### config.mk
export PLATFORM = sky130hd
export DESIGN_NAME = pipe_stage_reg
export DESIGN_NICKNAME = d
export VERILOG_FILES = /design/src/rtl/pipe_stage_reg.sv
export SDC_FILE = /design/constraint.sdc
export NUM_CORES = 1
export LEC_CHECK = 0
export ABC_AREA = 1
export CORE_MARGIN = 1.5
export CORE_UTILIZATION = 40
export DETAILED_ROUTE_END_ITERATION = 7
export PLACE_DENSITY = 0.69
export SYNTH_ARGS = -nofsm -noshare
export SYNTH_HDL_FRONTEND = slang
export SYNTH_SLANG_ARGS = --single-unit
### constraint.sdc
create_clock -name clk -period 1.95 [get_ports clk]
set_input_delay 0.39 -clock clk [delete_from_list [all_inputs] [get_ports clk]]
set_output_delay 0.39 -clock clk [all_outputs]
set_load 0.02 [all_outputs]
### src/rtl/pipe_stage_reg.sv
`default_nettype none
// ============================================================================
// Module  : pipe_stage_reg
// Brief   : Pipeline stage register with optional two-entry skid buffer,
//           stall/flush control and a sticky halt flag.
// Revision: 1.0
// ============================================================================
module pipe_stage_reg #(
    parameter int DATA_W = 32,
    parameter int CTRL_W = 8,
    parameter int SKID   = 1
) (
    input  logic              clk,
    input  logic              rst_n,
    input  logic              in_valid,
    output logic              in_ready,
    input  logic [DATA_W-1:0] in_data,
    input  logic [CTRL_W-1:0] in_ctrl,
    input  logic              in_hlt,
    input  logic              stall,
    input  logic              flush,
    output logic              out_valid,
    input  logic              out_ready,
    output logic [DATA_W-1:0] out_data,
    output logic [CTRL_W-1:0] out_ctrl,
    output logic              out_hlt,
    output logic              halted,
    output logic [1:0]        occupancy
);

    logic              r_out_valid;
    logic [DATA_W-1:0] r_out_data;
    logic [CTRL_W-1:0] r_out_ctrl;
    logic              r_out_hlt;
    logic              r_skid_valid;
    logic [DATA_W-1:0] r_skid_data;
    logic [CTRL_W-1:0] r_skid_ctrl;
    logic              r_skid_hlt;
    logic              r_halted;

    logic w_in_ready;
    logic w_deliver;
    logic w_accept;
    logic w_out_free;

    assign w_deliver  = r_out_valid && out_ready && !stall && !flush;
    assign w_accept   = in_valid && w_in_ready;
    assign w_out_free = !r_out_valid || w_deliver;

    // Skid variant decouples in_ready from out_ready; the single-register
    // variant passes downstream backpressure straight through.
    generate
        if (SKID != 0) begin : g_skid
            assign w_in_ready = !r_skid_valid && !stall && !flush && !r_halted;
        end else begin : g_noskid
            assign w_in_ready = (!r_out_valid || out_ready) && !stall && !flush && !r_halted;
        end
    endgenerate

    always_ff @(posedge clk or negedge rst_n) begin
        if (!rst_n) begin
            r_out_valid  <= 1'b0;
            r_out_data   <= '0;
            r_out_ctrl   <= '0;
            r_out_hlt    <= 1'b0;
            r_skid_valid <= 1'b0;
            r_skid_data  <= '0;
            r_skid_ctrl  <= '0;
            r_skid_hlt   <= 1'b0;
            r_halted     <= 1'b0;
        end else if (flush) begin
            // Payload data is deliberately left in place; only control is squashed.
            r_out_valid  <= 1'b0;
            r_out_ctrl   <= '0;
            r_out_hlt    <= 1'b0;
            r_skid_valid <= 1'b0;
            r_skid_ctrl  <= '0;
            r_skid_hlt   <= 1'b0;
        end else if (!stall) begin
            if (w_deliver && r_out_hlt) begin
                r_halted <= 1'b1;
            end
            if (w_out_free) begin
                if (r_skid_valid) begin
                    r_out_valid  <= 1'b1;
                    r_out_data   <= r_skid_data;
                    r_out_ctrl   <= r_skid_ctrl;
                    r_out_hlt    <= r_skid_hlt;
                    r_skid_valid <= 1'b0;
                    r_skid_ctrl  <= '0;
                    r_skid_hlt   <= 1'b0;
                end else if (w_accept) begin
                    r_out_valid <= 1'b1;
                    r_out_data  <= in_data;
                    r_out_ctrl  <= in_ctrl;
                    r_out_hlt   <= in_hlt;
                end else begin
                    r_out_valid <= 1'b0;
                    r_out_ctrl  <= '0;
                    r_out_hlt   <= 1'b0;
                end
            end else if (w_accept) begin
                r_skid_valid <= 1'b1;
                r_skid_data  <= in_data;
                r_skid_ctrl  <= in_ctrl;
                r_skid_hlt   <= in_hlt;
            end
        end
    end

    assign in_ready  = w_in_ready;
    assign out_valid = r_out_valid;
    assign out_data  = r_out_data;
    assign out_ctrl  = r_out_ctrl;
    assign out_hlt   = r_out_hlt;
    assign halted    = r_halted;
    assign occupancy = {1'b0, r_out_valid} + {1'b0, r_skid_valid};

endmodule
`default_nettype wire

Word-level counts from Yosys, hierarchy flattened. Index checks and enable logic that the tools add are counted. W data, S select, Z words.

Input bits: 47. Logic and storage cells: 69. Output and inout port bits: 46. Register bits: 85.

Equality and inequality tests: 2. Mux-type cells: 31. Add/subtract/negate cells: 1. Bitwise operators: 3. Reductions and logical operators: 23.

Operator list (count): $mux W8 (10); $mux W32 (2); $mux W1 (19); $logic_and A1 B1 Y1 (8); $reduce_and A4 Y1 (2); $reduce_and A3 Y1 (2); $logic_not A1 Y1 (5); $reduce_and A2 Y1 (2); $reduce_bool A2 Y1 (2); $ne A3 B3 Y1 const B (1); $not A1 Y1 (3); $reduce_bool A3 Y1 (1); $add A1 B1 Y2 (1); $ne A2 B1 Y1 const B (1); $logic_or A1 B1 Y1 (1).

Longest topological paths before layout. Gate-level depths: netlist of run 1.

Word-level depth: 10. Depth in mapped cells: 9. Depth with buffers taken out: 8.

Worst setup path after synthesis of run 1. OpenSTA, ideal clock, no wires.

Kind: reg-to-output. Start point: register r_skid_valid. End point: output port in_ready. Stages on the path, launching flop included: 4. Setup slack: 0.322 ns. Path buffers: 2. Arrival time: 1.238 ns. Required time: 1.560 ns. Path through: dfrtp_1 buf_2 clkbuf_1 nor3_1.

Word-level cells in the longest chain between the ends: 4.

RTL lines: start: declaration (line 35) `logic r_skid_valid;`; start signal: assignment (line 66) `r_skid_valid <= 1'b0;`; start signal: assignment (line 76) `r_skid_valid <= 1'b0;`; start signal: assignment (line 89) `r_skid_valid <= 1'b0;`; $logic_not A1 Y1 (line 54) `assign w_in_ready = !r_skid_valid && !stall && !flush && !r_halted;`; $logic_and A1 B1 Y1 (3 in a row) (line 54); end: declaration (line 16) `output logic in_ready,`.

No other way between the ends.

Worst setup path in the final report of run 1.
Start point: register r_skid_valid. End point: output port occupancy[1].

Word-level cells in the longest chain between the ends: 1.

RTL lines: $add A1 B1 Y2 (line 117) `assign occupancy = {1'b0, r_out_valid} + {1'b0, r_skid_valid};`; end: declaration (line 28) `output logic [1:0] occupancy`.

No other way between the ends.

==> results of run 1 <==
[worst reg2reg max path: stages, from the launching register on]
cell     delay [ns]
dfrtp_1        0.42
buf_4          0.26
inv_2          0.26
buf_4          0.33
o21ai_0        0.15
nand2_1        0.08
nand2_1        0.05
[state kept, by name, indices dropped and copies added (netlist names)]
name	count
out_data	32
r_skid_data	32
out_ctrl	8
r_skid_ctrl	8
halted	1
out_hlt	1
out_valid	1
r_skid_hlt	1
r_skid_valid	1
[power by group]
part	leakage, nW	switching, mW	internal (mW)
combinational	1.49	0.662	0.606
sequential	1.05	0.157	2.10
clock	0.0959	0.621	0.630
[cells by family (layout without fill, tap and decap cells)]
kind of cell	after synthesis	in the layout
AND/OR/NAND/NOR	251	251
flip-flops	85	85
AO/OA/AOI/OAI	75	75
buffers and inverters	65	168
adder cells (fa/ha/maj)	1	1
[area by class of cell]
| type | instances | area [um^2] |
|---|---|---|
| Clock inverter | 5 | 58.81 |
| Sequential cell | 85 | 2127 |
| Timing Repair Buffer | 111 | 1121 |
| Clock buffer | 11 | 141.4 |
| Multi-Input combinational cell | 327 | 1415 |
| Fill cell | 890 | 4105 |
| Inverter | 41 | 153.9 |
| Tap cell | 129 | 161.4 |
[worst max-delay path by stage]
stage	from	to	slack, ns	cells after the start
floorplan	r_skid_valid	in_ready	0.32	3
global placement	flush	in_ready	-0.13	5
detailed placement	flush	in_ready	-0.16	5
CTS	r_skid_valid	occupancy[1]	0.05	2
global route	r_skid_valid	occupancy[1]	0.02	2
finish	r_skid_valid	occupancy[1]	0.07	2
[layer usage]
metal	up-vias	routed length, um
met3	10	397
met1	1498	3911
met2	85	3948
li1	1665	-
met4	0	97
met5	-	0
[what timing repair did]
item                                    in CTS  in global routing
gates resized for setup                      2                  0
endpoints found under the setup margin       2                  0
hold buffers                                 0                  0
[cell usage in the layout (no fill, tap or decap)]
cell type / Yosys / layout
clkinv_2: 0 / 1
nand2_4: 2 / 2
o21ai_1: 6 / 6
dlygate4sd2_1: 0 / 2
nor2_1: 13 / 13
ha_1: 1 / 1
nor3_1: 1 / 1
clkbuf_1: 7 / 1
inv_6: 0 / 1
nand2_1: 223 / 223
clkinvlp_4: 0 / 2
nand3_4: 1 / 1
nor2_4: 4 / 4
clkdlybuf4s50_1: 0 / 89
a21oi_1: 11 / 11
nand3_2: 1 / 1
bufinv_16: 0 / 1
nand3_1: 4 / 4
o21ai_0: 56 / 56
nand2_2: 2 / 2
a41o_1: 1 / 1
clkbuf_8: 0 / 10
o21ai_2: 1 / 1
buf_12: 0 / 5
inv_2: 5 / 5
inv_1: 36 / 36
buf_4: 1 / 15
dfrtp_1: 85 / 85
[metrics by stage]
| step | setup WS [ns] | setup TNS, ns |
|---|---|---|
| final | 0.06758 | 0 |
| after floorplan | 0.3218 | 0 |
| after global placement | -0.1281 | -0.1281 |
| after global routing | 0.01781 | 0 |
| after detailed placement | -0.1577 | -0.1594 |
| after CTS | 0.04815 | 0 |
==> impl_metrics.yaml, run 1 <==
timing:
  min_period_ns: 1.882
  min_period_over_period_pct: 96.53
  setup_viol: 0
  worstMarginPinSlew_ns: 0.4874
  fmax_ghz: 0.5312
  clock_skew_ns: 0.007922
  hold_violations: 0
  slew_headroom_pct: 67.50
  drv_slew: 0
  hold_slack_ns: 0.02974
  rsz0062_at_grt: "no"
worst_setup_path:
  r2r_end: "out_data[13]"
  cp_top_family: "buffers and inverters"
  crit_arrival_ns: 1.49
  reg2reg_from: "r_skid_valid"
  end_kind: "output port"
  cpPeakStageDelay_ns: 0.60
  startpoint_type: "flip-flop"
  crit_buf_inv: 1
  critPathSlowestCell: "clkdlybuf4s50_1"
  path_cells: "ha_1, clkdlybuf4s50_1"
  required_ns: 1.56
  rrSetupSlack_ns: 0.30
  worst-path-max-fanout: 3
  reg2regPathDepth: 6
  critical_path_class: "flip-flop to output port"
route:
  via_per_inst: 4.595
  antenna_left: 0
  wire_per_inst_um: 11.78
  drc: 0
  drt_iter0_markers: 95
  wl_um: 8354
  dr.pass1.iters: 4
  num_vias: 3258
pwr:
  design_power_total_mw: 4.773
  ir_worst_vdd_mv: 0.4831
  leakage_nw: 2.633
  power.density_nw_per_um2: 921.6
finish:
  num-nets-final: 623
  drive_gt1_share_pct: 8.793
  layoutNonFillerInstCount: 709
  antenna_cells: 0
  final_core_util_pct: 55.78
  areaGrowthSynthToFinish_pct: 34.60
  stdcell_area_um2: 5179
synthesis:
  syn_inst: 477
  dominantRegCellSynth: "dfrtp_1"
  synth_commonest_cells: "nand2_1 (223), dfrtp_1 (85), o21ai_0 (56)"
  synth-simple-area-share_pct: 26.47
  synthAdderAreaFrac_pct: 0.3252
  yosys.area.top_type: "dfrtp_1"
  ys_seq_elements: 85
  synthTopCellsByArea: "dfrtp_1 (55%), nand2_1 (22%), o21ai_0 (7.3%)"
  yosysTopAreaCellShare_pct: 55.28
  synthArstFlopShare_pct: 100.0
  netlist_area_um2: 3847
  synth_edf_count: 0
  synth_cell_types: 23
  yosysMostFrequentCell: "nand2_1"
  syn_area_per_cell_um2: 8.066
  synth.area.mux_share_pct: 0
  yosysWarnings: 0
  synth_top_family_by_area: "simple AND/OR/NAND/NOR gates"
  synth_compound_area_share_pct: 9.984
  syn_nets: 525
  synthXorXnorAreaFrac_pct: 0
  yosysSeqAreaShare_pct: 55.28
global_routing:
  gr-usage-met1_pct: 22.46
  grt_start_max_net_pins: 86
  gr-usage-met2_pct: 28.08
  grt-busiest-layer: "met2"
  grt_remaining_overflow: 0
  grt_usage_pct: 17.27
  grt_use_met3_pct: 3.883
  grt_pass1_wl_um: 13890
  antenna_found_initial: 0
  grt_pass1_vias: 3127
clock_network:
  clock-root-buffer: "clkbuf_8"
  numCtsBuffers: 9
  clockBufferDepth: 2
  htree_levels: 3
  cts_num_sinks: 85
  clk_latency_ns: 0.34
  path_clk_slew_ns: 0.08
  cts_tree: "done"
  post-cts-setup-buffers: 0
die:
  design.die.area_um2: 10220
  io_pins: 93
  die_y_um: 101.1
  fp.coreArea_um2: 9284
  die_w_um: 101.1
  fp-row-count: 35
  start_util_pct: 41.44
status:
  outcome: "completed"
place:
  dp_cells: 693
  placed_cell_area_um2: 4981
  gp_congestion: 0.8160
  io_buffers: 92
  place_hpwl_um: 5723
worst_hold_path:
  hp-class: "input pin to asynchronous set/reset pin"
run:
  cap_violations: 0
No activity file was read; power rests on OpenSTA's default activity.
==> run 2, diff against run 1 <==
--- a/config.mk
+++ b/config.mk
@@ -7,9 +7,9 @@
 export LEC_CHECK = 0
 export ABC_AREA = 1
 export CORE_MARGIN = 1.5
-export CORE_UTILIZATION = 40
+export CORE_UTILIZATION = 45
 export DETAILED_ROUTE_END_ITERATION = 7
-export PLACE_DENSITY = 0.69
+export PLACE_DENSITY = 0.76
 export SYNTH_ARGS = -nofsm -noshare
 export SYNTH_HDL_FRONTEND = slang
 export SYNTH_SLANG_ARGS = --single-unit
==> run 2 against run 1 <==
Net effect:
- sequential cell count unchanged
- clock skew shrank 0.00094 ns
- hold slack got worse by 0.023 ns
- sequential power about the same
- non-clock buffer count stayed put
- global-route usage up 2.5 points
- clock-buffer cell count stayed put
- clock power fell by 3%
- setup slack gained 0.030 ns
- combinational power hardly changed
- critical endpoint is now out_valid
- largest cell class unchanged
==> impl_metrics.yaml, run 2 (synthesis gave the netlist of run 1 again) <==
clock_network:
  post-cts-setup-buffers: 0
  cts_num_sinks: 85
  post_cts_resize_count: 3
  clk_latency_ns: 0.35
  clockBufferDepth: 2
  clock-root-buffer: "clkbuf_8"
  path_clk_slew_ns: 0.08
  cts-hold-fix-buffers: 0
  htree_levels: 3
  cts_tree: "done"
  numCtsBuffers: 9
route:
  antenna_left: 0
  num_vias: 3304
  via_per_inst: 4.823
  drt_iter0_markers: 125
  dr.pass1.iters: 4
  drc: 0
  wire_per_inst_um: 12.02
  wl_um: 8231
finish:
  antenna_cells: 0
  num-nets-final: 623
  drive_gt1_share_pct: 8.621
  final_common_cell: "nand2_1"
  stdcell_area_um2: 5164
  final_core_util_pct: 62.53
  final_cell_mix: "nand2_1 (223), clkdlybuf4s50_1 (88), dfrtp_1 (85), o21ai_0 (56), inv_1 (36)"
  areaGrowthSynthToFinish_pct: 34.21
die:
  io_pins: 93
  die_w_um: 95.47
  die_y_um: 95.47
  fp-row-count: 33
  design.die.area_um2: 9114
  start_util_pct: 46.59
  fp.coreArea_um2: 8258
worst_setup_path:
  crit_cells: 2
  rrSetupSlack_ns: 0.38
  end_kind: "output port"
  startpoint_type: "flip-flop"
  critPathCapture: "out_valid"
  critical_path_class: "flip-flop to output port"
  reg2regPathDepth: 7
  path_cells: "buf_4, clkdlybuf4s50_1"
  cp_top_family: "buffers and inverters"
  required_ns: 1.56
  crit_buf_inv: 2
  critPathSlowestCell: "clkdlybuf4s50_1"
  crit_arrival_ns: 1.46
  r2r_end: "r_skid_data[6]"
  cp-startpoint: "out_valid"
  cpPeakStageDelay_ns: 0.60
  reg2reg_from: "r_skid_valid"
  worst-path-max-fanout: 5
timing:
  clock_skew_ns: 0.006978
  slew_headroom_pct: 64.65
  setup_viol: 0
  hold_violations: 0
  worstMarginPinSlew_ns: 0.5302
  min_period_over_period_pct: 94.97
  min_period_ns: 1.852
  fmax_ghz: 0.5400
  drv_slew: 0
  rsz0062_at_grt: "no"
pwr:
  power.density_nw_per_um2: 918.5
  pwr-share-comb_pct: 26.9
  ir_worst_vdd_mv: 0.5325
  power_frac_seq_pct: 47.5
  p_sw_mw: 1.440
  netSwitchingFraction_pct: 30.35
  leakage_nw: 2.650
  p_int_mw: 3.303
  clkPwrFrac_pct: 25.6
place:
  place_hpwl_um: 5840
  placed_cell_area_um2: 4976
  io_buffers: 92
  gp_congestion: 0.7968
global_routing:
  grt_usage_pct: 19.73
  grt_pass1_wl_um: 13890
  antenna_found_initial: 0
  grt_start_max_net_pins: 46
  grt_pass1_vias: 3152
  grt_remaining_overflow: 0
worst_hold_path:
  hp-class: "input pin to asynchronous set/reset pin"
status:
  outcome: "completed"
run:
  cap_violations: 0
## run 2: changes by cell type in the layout (fill, tap and decap cells not counted), sizes merged
cell and change:
dlygate4sd2 +1, clkdlybuf4s50 -1, clkinvlp -1, clkinv +1
## run 2: metrics by stage
step	hold slack, ns	cells	setup slack [ns]	setup TNS (ns)	total power [mW]
4_1_cts	0.02336	685	0.07247	0	4.809
3_3_place_gp	0.4140	669	-0.1301	-0.1301	3.538
6_report	0.006876	685	0.09805	0	4.743
2_1_floorplan	0.09441	477	0.3218	0	2.897
3_5_place_dp	0.4133	669	-0.1583	-0.1583	3.577
5_1_grt	0.03342	685	0.04544	0	5.029
## run 2: area by class of cell
type / count / area, um^2
Clock buffer: 11 / 131.4
Clock inverter: 5 / 60.06
Fill cell: 697 / 3094
Inverter: 41 / 153.9
Multi-Input combinational cell: 327 / 1415
Sequential cell: 85 / 2127
Tap cell: 105 / 131.4
Timing Repair Buffer: 111 / 1145
## run 2: how the worst min path moves through the flow
stage | from | end | slack, ns | cells after the start
2_1_floorplan | rst_n | halted | 0.09 | 0
3_3_place_gp | rst_n | out_data[14] | 0.41 | 1
3_5_place_dp | rst_n | out_data[16] | 0.41 | 1
4_1_cts | rst_n | out_data[16] | 0.02 | 1
5_1_grt | rst_n | out_data[16] | 0.03 | 1
6_report | rst_n | out_data[16] | 0.007 | 1
## run 2: layer usage
layer | track usage [%] | vias up | part of all wire (%)
met5 | 0 | - | 0
met4 | 8.578 | 0 | 1.8
met3 | 4.306 | 16 | 5.3
met2 | 30.26 | 99 | 46
met1 | 26.92 | 1526 | 47
li1 | - | 1663 | -
## run 2: power by group through the flow
stage	clock (mW)	combinational, mW	sequential (mW)
2_1_floorplan	0	0.378	2.52
3_3_place_gp	0	1.26	2.28
3_5_place_dp	0	1.29	2.29
4_1_cts	1.26	1.29	2.26
5_1_grt	1.33	1.41	2.29
6_report	1.21	1.27	2.26
==> run 3, diff against run 2 <==
--- a/config.mk
+++ b/config.mk
@@ -9,6 +9,7 @@
 export CORE_MARGIN = 1.5
 export CORE_UTILIZATION = 45
 export DETAILED_ROUTE_END_ITERATION = 7
+export GPL_ROUTABILITY_DRIVEN = 0
 export PLACE_DENSITY = 0.76
 export SYNTH_ARGS = -nofsm -noshare
 export SYNTH_HDL_FRONTEND = slang
==> results of run 3 <==
No change in the layout: final DEF, timing and power equal those of run 2.
==> RTL change, RTL diff (flow settings as in run 1) <==
Change the parameter `SKID` from 1 to 0.
--- a/src/rtl/pipe_stage_reg.sv
+++ b/src/rtl/pipe_stage_reg.sv
@@ -10,3 +10,3 @@
     parameter int CTRL_W = 8,
-    parameter int SKID   = 1
+    parameter int SKID   = 0
 ) (
Formal check against the unedited RTL: not equivalent (Yosys sat finds a counterexample within 4 cycles, from zero or initial values and one cycle with rst_n low).
==> RTL change against run 1 <==
- area after synthesis decreased by 6.9%
- cell area decreased by 7.3%
- critical path depth increased by 4
- wire length decreased by 6.1%
- sequential cell count unchanged
- via count decreased by 13%
- setup slack improved by 0.060 ns
- critical path type is now in2out
- largest cell class unchanged
Power is not compared: it rests on default switching activity, and its combinational part moved more than twofold at a synthesized area within 25%.
==> RTL change: results (changes against run 1) <==
outcome: "finished clean"  # unchanged
post-place-ws_ns: -0.316  # was -0.158 ns
cp-endpoint: "in_ready"  # was occupancy[1]
htreeDepth: 3  # unchanged
seq_area_frac_synth_pct: 59.4  # was 55.3%
r2r-start: "r_skid_valid$_DFFE_PN0P_"  # unchanged
fillCellCount: 814  # was 890
grt_max_degree: 42  # was 86
num_vias: 2839  # was 3258
hold_class: "reg2reg"  # was in2async
avgSynthCellArea_um2: 8.39  # was 8.07 µm²
synthTopCellsByArea: "dfrtp_1 59%, nand2_1 19%, nand3_1 7.5%"  # was dfrtp_1 55%, nand2_1 22%, o21ai_0 7.3%
max-slew-margin-rel_pct: 71.2  # was 67.5%
path_clk_slew_ns: 0.08  # about the same
use_met3_pct: 5.40  # was 3.88%
cp.arrival_ns: 1.43  # was 1.49 ns
cts_max_path_buffers: 2  # unchanged
placed_cells: 595  # was 693
r2r_slack_ns: 0.50  # was 0.30 ns
drive_above_1_share_pct: 9.13  # was 8.79%
wl_per_cell_um: 12.8  # was 11.8 µm
totalWireLength_mm: 7.85  # was 8.35 mm
place_hpwl_mm: 5.35  # was 5.72 mm
drt_iter0_drc: 148  # was 95
wl_met2_mm: 3.80  # was 3.95 mm
grt_util_met1_pct: 22.7  # was 22.5%
min-delay-start: "r_skid_data[22]$_DFFE_PN0P_"
grt_pass1_wl_mm: 13.2  # was 13.9 mm
synthAdderAreaFrac_pct: 0.349  # was 0.325%
cp_max_fo: 2  # was 3
syn_nets: 475  # was 525
grt_pass1_vias: 2739  # was 3127
wl_met1_mm: 3.57  # was 3.91 mm
yosys.cell_types.count: 18  # was 23
nets: 547  # was 623
r2r_cells: 7  # was 6
root_buffer: "clkbuf_8"  # unchanged
r2r_end: "out_data[29]$_DFFE_PN0P_"  # was out_data[13]$_DFFE_PN0P_
yosys-top-cells-count: "184 x nand2_1, 85 x dfrtp_1, 54 x nand3_1, 36 x clkbuf_1, 23 x inv_1"  # was 223 x nand2_1, 85 x dfrtp_1, 56 x o21ai_0, 36 x inv_1, 13 x nor2_1
crit_start: "out_ready"  # was r_skid_valid$_DFFE_PN0P_
grt_use_total_pct: 17.2  # was 17.3%
synth_compound_area_share_pct: 0.280  # was 9.98%
wl_met3_um: 404  # was 397 µm
grt_use_met2_pct: 27.2  # was 28.1%
gp_congestion: 0.766  # was 0.816
async_flop_share_pct: 100  # unchanged
fin_crit_sh_pct: 93.5  # was 96.5%
finClkSkew_ns: 0.00699  # was 0.00792 ns
RTL change: cell count changes after synthesis, sizes merged, moves of 9 or more:
| cell | before | now |
|---|---|---|
| a21oi | 11 | 2 |
| nand2 | 227 | 187 |
| o21ai | 63 | 0 |
| inv | 41 | 25 |
| clkbuf | 8 | 37 |
| nand3 | 6 | 54 |
RTL change: cell type report:
type / instances / area [µm²] / area share [%]
multi-input cells: 267 / 1140 / 23.7
repair buffers: 111 / 1070 / 22.3
well taps: 108 / 135 / 2.81
inverters: 25 / 93.8 / 1.95
clock buffers: 10 / 128 / 2.66
clock inverters: 6 / 111 / 2.32
flip-flops and latches: 85 / 2130 / 44.3
RTL change: stage by stage:
| stage | cell area (µm²) | hold slack, ns | utilization, % |
|---|---|---|---|
| after CTS | 4810 | 0.385 | 55.4 |
| after detailed placement | 4560 | 0.291 | 52.5 |
| after global placement | 4560 | 0.289 | 52.5 |
| final | 4800 | 0.381 | 55.3 |
| after global routing | 4800 | 0.393 | 55.3 |
| after floorplan | 3580 | 0.0944 | - |
RTL change: what timing repair did:
action                     in CTS  in global routing
hold endpoints to repair       19                  0
gates resized for setup         6                  1
setup endpoints to repair       3                  1
hold buffers                    1                  0
RTL change: cells by family after synthesis:
logic type,count (synthesis)
DFF,85
and+or+nand+nor,264
adders and majority gates,1
AOI/OAI and AO/OA,2
buffers and inverters,75
RTL change: critical path, cell delays in order:
cell	delay (ns)
clkdlybuf4s50_1	0.47
inv_1	0.05
nand2_1	0.11
nand2_4	0.09
nor2_2	0.13
buf_2	0.19
RTL change: power by group through the flow:
stage | sequential, µW | combinational [µW] | clock [µW]
floorplan | 1930 | 95.5 | 0
global placement | 1870 | 416 | 0
detailed placement | 1870 | 422 | 0
CTS | 1840 | 426 | 1510
global route | 1840 | 456 | 1590
finish | 1840 | 419 | 1460
